--- config.mk ---
export PLATFORM = sky130hd
export DESIGN_NAME = uart_apb_tx_feeder
export DESIGN_NICKNAME = d
export VERILOG_FILES = /design/src/rtl/uart_apb_tx_feeder.sv
export SDC_FILE = /design/constraint.sdc
export NUM_CORES = 1
export LEC_CHECK = 0
export ABC_AREA = 1
export BUFFER_PORTS_ARGS = -buffer_cell sky130_fd_sc_hd__buf_2
export CAP_MARGIN = 20
export CORE_ASPECT_RATIO = 0.5
export CORE_MARGIN = 2
export CORE_UTILIZATION = 35
export DETAILED_ROUTE_END_ITERATION = 8
export PLACE_DENSITY = 0.54
export SETUP_SLACK_MARGIN = 0.3
export SYNTH_ARGS = -nofsm -noshare
export SYNTH_HDL_FRONTEND = slang
export SYNTH_SLANG_ARGS = --single-unit
--- constraint.sdc ---
create_clock -name PCLK -period 3.87 [get_ports PCLK]
set_input_delay 0 -clock PCLK [delete_from_list [all_inputs] [get_ports PCLK]]
set_output_delay 0 -clock PCLK [all_outputs]
set_load 0.005 [all_outputs]
--- src/rtl/uart_apb_tx_feeder.sv ---
// Byte FIFO that drains into a UART transmit-data register over APB,
// one write per TXRDY indication, with a fixed idle holdoff after each write.
module uart_apb_tx_feeder #(
  parameter int unsigned FIFO_DEPTH     = 8,
  parameter logic [4:0]  TXDATA_ADDR    = 5'h00,
  parameter int unsigned HOLDOFF_CYCLES = 2
) (
  input  logic                          PCLK,
  input  logic                          PRESETN,
  input  logic [7:0]                    in_data,
  input  logic                          in_valid,
  output logic                          in_ready,
  input  logic                          TXRDY,
  output logic                          PSEL,
  output logic                          PENABLE,
  output logic                          PWRITE,
  output logic [4:0]                    PADDR,
  output logic [7:0]                    PWDATA,
  input  logic                          PREADY,
  output logic [$clog2(FIFO_DEPTH):0]   fifo_count,
  output logic                          busy
);

  localparam int unsigned AW = $clog2(FIFO_DEPTH);
  localparam int unsigned CW = AW + 1;
  localparam logic [CW-1:0] FULL_CNT  = CW'(FIFO_DEPTH);
  localparam logic [3:0]    HOLD_INIT = 4'(HOLDOFF_CYCLES);

  typedef enum logic [1:0] {
    IDLE    = 2'd0,
    SETUP   = 2'd1,
    ACCESS  = 2'd2,
    HOLDOFF = 2'd3
  } state_t;

  state_t          state_q;
  logic [3:0]      hold_q;
  logic [AW-1:0]   wr_ptr_q, wr_ptr_d;
  logic [AW-1:0]   rd_ptr_q, rd_ptr_d;
  logic [CW-1:0]   count_q, count_d;
  logic [7:0]      mem_q [FIFO_DEPTH];
  logic            push, pop;

  // Fullness comes from the registered count only, so a same-edge pop never frees a slot early.
  assign in_ready   = (count_q != FULL_CNT);
  assign push       = in_valid && in_ready;
  assign pop        = (state_q == ACCESS) && PREADY;
  assign fifo_count = count_q;
  assign busy       = (state_q != IDLE) || (count_q != '0);

  always_comb begin
    wr_ptr_d = wr_ptr_q;
    rd_ptr_d = rd_ptr_q;
    count_d  = count_q;
    if (push) wr_ptr_d = wr_ptr_q + AW'(1);
    if (pop)  rd_ptr_d = rd_ptr_q + AW'(1);
    case ({push, pop})
      2'b10:   count_d = count_q + CW'(1);
      2'b01:   count_d = count_q - CW'(1);
      default: count_d = count_q;
    endcase
  end

  always_ff @(posedge PCLK) begin
    if (push) mem_q[wr_ptr_q] <= in_data;
  end

  always_ff @(posedge PCLK or negedge PRESETN) begin
    if (!PRESETN) begin
      wr_ptr_q <= '0;
      rd_ptr_q <= '0;
      count_q  <= '0;
    end else begin
      wr_ptr_q <= wr_ptr_d;
      rd_ptr_q <= rd_ptr_d;
      count_q  <= count_d;
    end
  end

  always_ff @(posedge PCLK or negedge PRESETN) begin
    if (!PRESETN) begin
      state_q <= IDLE;
      hold_q  <= '0;
      PSEL    <= 1'b0;
      PENABLE <= 1'b0;
      PWRITE  <= 1'b0;
      PADDR   <= '0;
      PWDATA  <= '0;
    end else begin
      case (state_q)
        IDLE: begin
          if ((count_q != '0) && TXRDY) begin
            state_q <= SETUP;
            PSEL    <= 1'b1;
            PENABLE <= 1'b0;
            PWRITE  <= 1'b1;
            PADDR   <= TXDATA_ADDR;
            PWDATA  <= mem_q[rd_ptr_q];
          end
        end
        SETUP: begin
          state_q <= ACCESS;
          PENABLE <= 1'b1;
        end
        ACCESS: begin
          if (PREADY) begin
            state_q <= HOLDOFF;
            hold_q  <= HOLD_INIT;
            PSEL    <= 1'b0;
            PENABLE <= 1'b0;
            PWRITE  <= 1'b0;
          end
        end
        HOLDOFF: begin
          // Leave on the edge where the counter reaches zero; TXRDY is not looked at here.
          hold_q <= (hold_q == '0) ? '0 : hold_q - 4'd1;
          if (hold_q <= 4'd1) state_q <= IDLE;
        end
        default: state_q <= IDLE;
      endcase
    end
  end

endmodule

==> reports/metrics.yaml <==
route:
  drtIter0Drc: 172
  detail-route-antenna-nets: 0
  drc: 0
  drt_first_pass_iters: 4
  wl_per_cell_um: 15.2
  wl_mm: 8.45
  vias_per_cell: 4.66
  dr_total_vias: 2595
timing:
  fmax_mhz: 452
  final-max-slew-violation-count: 0
  rsz0062_at_grt: "false"
  tightest_slew_ns: 0.918
  fin_crit_sh_pct: 57.1
  finalHoldViolCount: 0
  setup_viol: 0
  whs_ns: 0.120
  slew_headroom_pct: 38.6
  tns_ns: 0
  period_needed_ns: 2.21
  skew_ns: 0.00901
synth:
  yosysSeqAreaShare_pct: 63.5
  synth_top_flop_cell: "edfxtp_1"
  yosysWarnings: 0
  synth_edf_count: 64
  synth_seq_cells: 90
  yosys.area.top_type_share_pct: 47.5
  synth-simple-area-share_pct: 19.5
  synth_cell_types: 35
  synth_compound_area_share_pct: 6.33
  synthCells: 368
  yosysTopAreaCell: "edfxtp_1"
  synth_top_family_by_area: "simple AND/OR/NAND/NOR gates"
  synth_area_leaders: "edfxtp_1 47%, dfrtp_1 16%, nor2_1 6.7%"
  synth_adder_area_share_pct: 3.09
  async_flop_share_pct: 28.9
  syn_area_per_cell_um2: 11.0
  yosys-mux-area-fraction_pct: 0
  syn_area_um2: 4050
  synth_xor_area_share_pct: 1.27
setup_path:
  cp_data_required_time_ns: 4.08
  worst-setup-path-type: "flop to flop"
  critPathBufInv: 3
  cp_slowest_stage_delay_ns: 0.42
  cp-end-kind: "flop"
  crit_chain: "inv_1, ha_1, nand2_2, inv_1, ha_1, nand2_1, inv_1, nor2_1, ha_1, a21oi_1, nand3_1, nand2_1, o22ai_1"
  cp-start-kind: "flop"
  arrival_ns: 2.42
  cp_top_family: "adder cells"
  crit_fanout: 6
  cpMaxStageDelayCell: "dfrtp_1"
floorplanning:
  design.portCount: 35
  core_area_um2: 11100
  die_height_um: 80.1
  num_rows: 27
  die_w_um: 156
  initial_core_util_pct: 36.3
  dieArea_um2: 12500
clock_network:
  clk_latency_ns: 0.34
  cts_made_buffers: 9
  cts_tree: "yes"
  clk_path_buf_depth: 2
  cts_root_buffer: "clkbuf_16"
  h-tree-depth: 3
  cts.repair.resized: 0
  clk_pin_slew_ns: 0.06
  cts.sinks: 90
placed_design:
  dp_hpwl_mm: 5.29
  place.gp.congestion: 0.758
  io_buffers: 29
finish:
  area_growth_pct: 15.0
  final_common_cell: "nor2_1"
  diodes: 0
  nets: 430
  most-common-layout-cells: "72 x nor2_1, 64 x edfxtp_1, 48 x nand2_1"
  layout-drive-gt1-share_pct: 17.0
power_and_ir_drop:
  finalPower_mw: 3.52
  p_leak_nw: 1.90
  power_density_nw_per_um2: 756
  ir_worst_vdd_mv: 0.325
grt:
  antenna_found_initial: 0
  grt_max_degree: 34
  overflow: 0
  grt_use_total_pct: 14.8
  grt_pass1_wl_mm: 13.6
  grt_pass1_vias: 2562
hold_path:
  hold_class: "input pin to flop"
outcome:
  outcome: "complete, no violations"
flow_run:
  maxCapViolations: 0
-- power by group --
part / switching [mW] / internal (mW) / total, mW
sequential: 0.167 / 1.26 / 1.43
clock: 0.358 / 0.522 / 0.880
combinational: 0.778 / 0.434 / 1.21
-- worst paths after layout --
| check | cells after the start | to | slack, ns | start |
|---|---|---|---|---|
| setup / recovery | 13 | fifo_count[2]$_DFFE_PN0P_ | 1.66 | state_q[0]$_DFFE_PN0P_ |
| max in group asynchronous | 2 | wr_ptr_q[2]$_DFFE_PN0P_ | 3.24 | PRESETN |
| setup reg to reg | 13 | fifo_count[2]$_DFFE_PN0P_ | 1.66 | state_q[0]$_DFFE_PN0P_ |
| min in group asynchronous | 2 | PWDATA[0]$_DFFE_PN0P_ | 0.22 | PRESETN |
| hold reg to reg | 2 | PWDATA[4]$_DFFE_PN0P_ | 0.47 | PWDATA[4]$_DFFE_PN0P_ |
| hold / removal | 5 | state_q[1]$_DFFE_PN0P_ | 0.12 | TXRDY |
-- per-layer routing --
layer  GRT usage (%)  wire [um]  up-vias
met5               0          0        -
met4            4.95         87        0
met3            3.94        480        6
met2            23.3       3870       59
met1            20.1       4010     1216
li1                -          -     1314
-- tightest hold or removal path: stages --
cell and delay, ns:
buf_2 0.10, nand2_4 0.08, nand2_4 0.09, nand4_1 0.08, nand2_1 0.07
-- synth_stat cells, types with 3 or more instances --
cell type  count
a21oi_1        3
buf_4          8
buf_6          8
dfrtp_1       26
edfxtp_1      64
ha_1          10
inv_1         18
inv_2          3
nand2_1       48
nand2_4        3
nand3_1       30
nand3_2        3
nand4_1        4
nor2_1        72
nor2_2         5
o21ai_0       35
o21ai_1        5
-- metrics by stage --
stage	area [um2]	setup WS, ns	cells	util, %
after floorplan	4070	1.90	372	-
after global placement	4240	1.77	530	38.1
after detailed placement	4240	1.66	530	38.1
after CTS	4660	1.64	557	41.8
after global routing	4660	1.48	557	41.8
final	4660	1.66	557	41.8
-- logic make-up after synthesis --
| family | after synthesis |
|---|---|
| simple gates | 173 |
| compound gates | 48 |
| fa+ha+maj | 10 |
| flops | 90 |
| buf+inv | 41 |
| xor+xnor | 5 |
| other cells | 1 |
-- registers in the layout, summed over array words and instances, names as in the netlist --
name and flops:
fifo_count 4, mem_q 64, PENABLE 1, wr_ptr_q 3, PWDATA 8, rd_ptr_q 3
hold_q 4, PWRITE 1, state_q 2
-- final cells by class --
type                       count  area [um2]
inverter                      24        97.6
clock buffer                  11         243
timing repair buffer          41         263
fill                        1070        6490
sequential                    90        2570
clock inverter                 5        60.1
tap                          145         181
multi-input combinational    241        1240
-- repair_timing --
| item | CTS | global route |
|---|---|---|
| buffers inserted | 0 | 0 |
| hold buffers | 11 | 0 |
| hold endpoints to repair | 92 | 0 |
(Power assumes the default switching activity.)
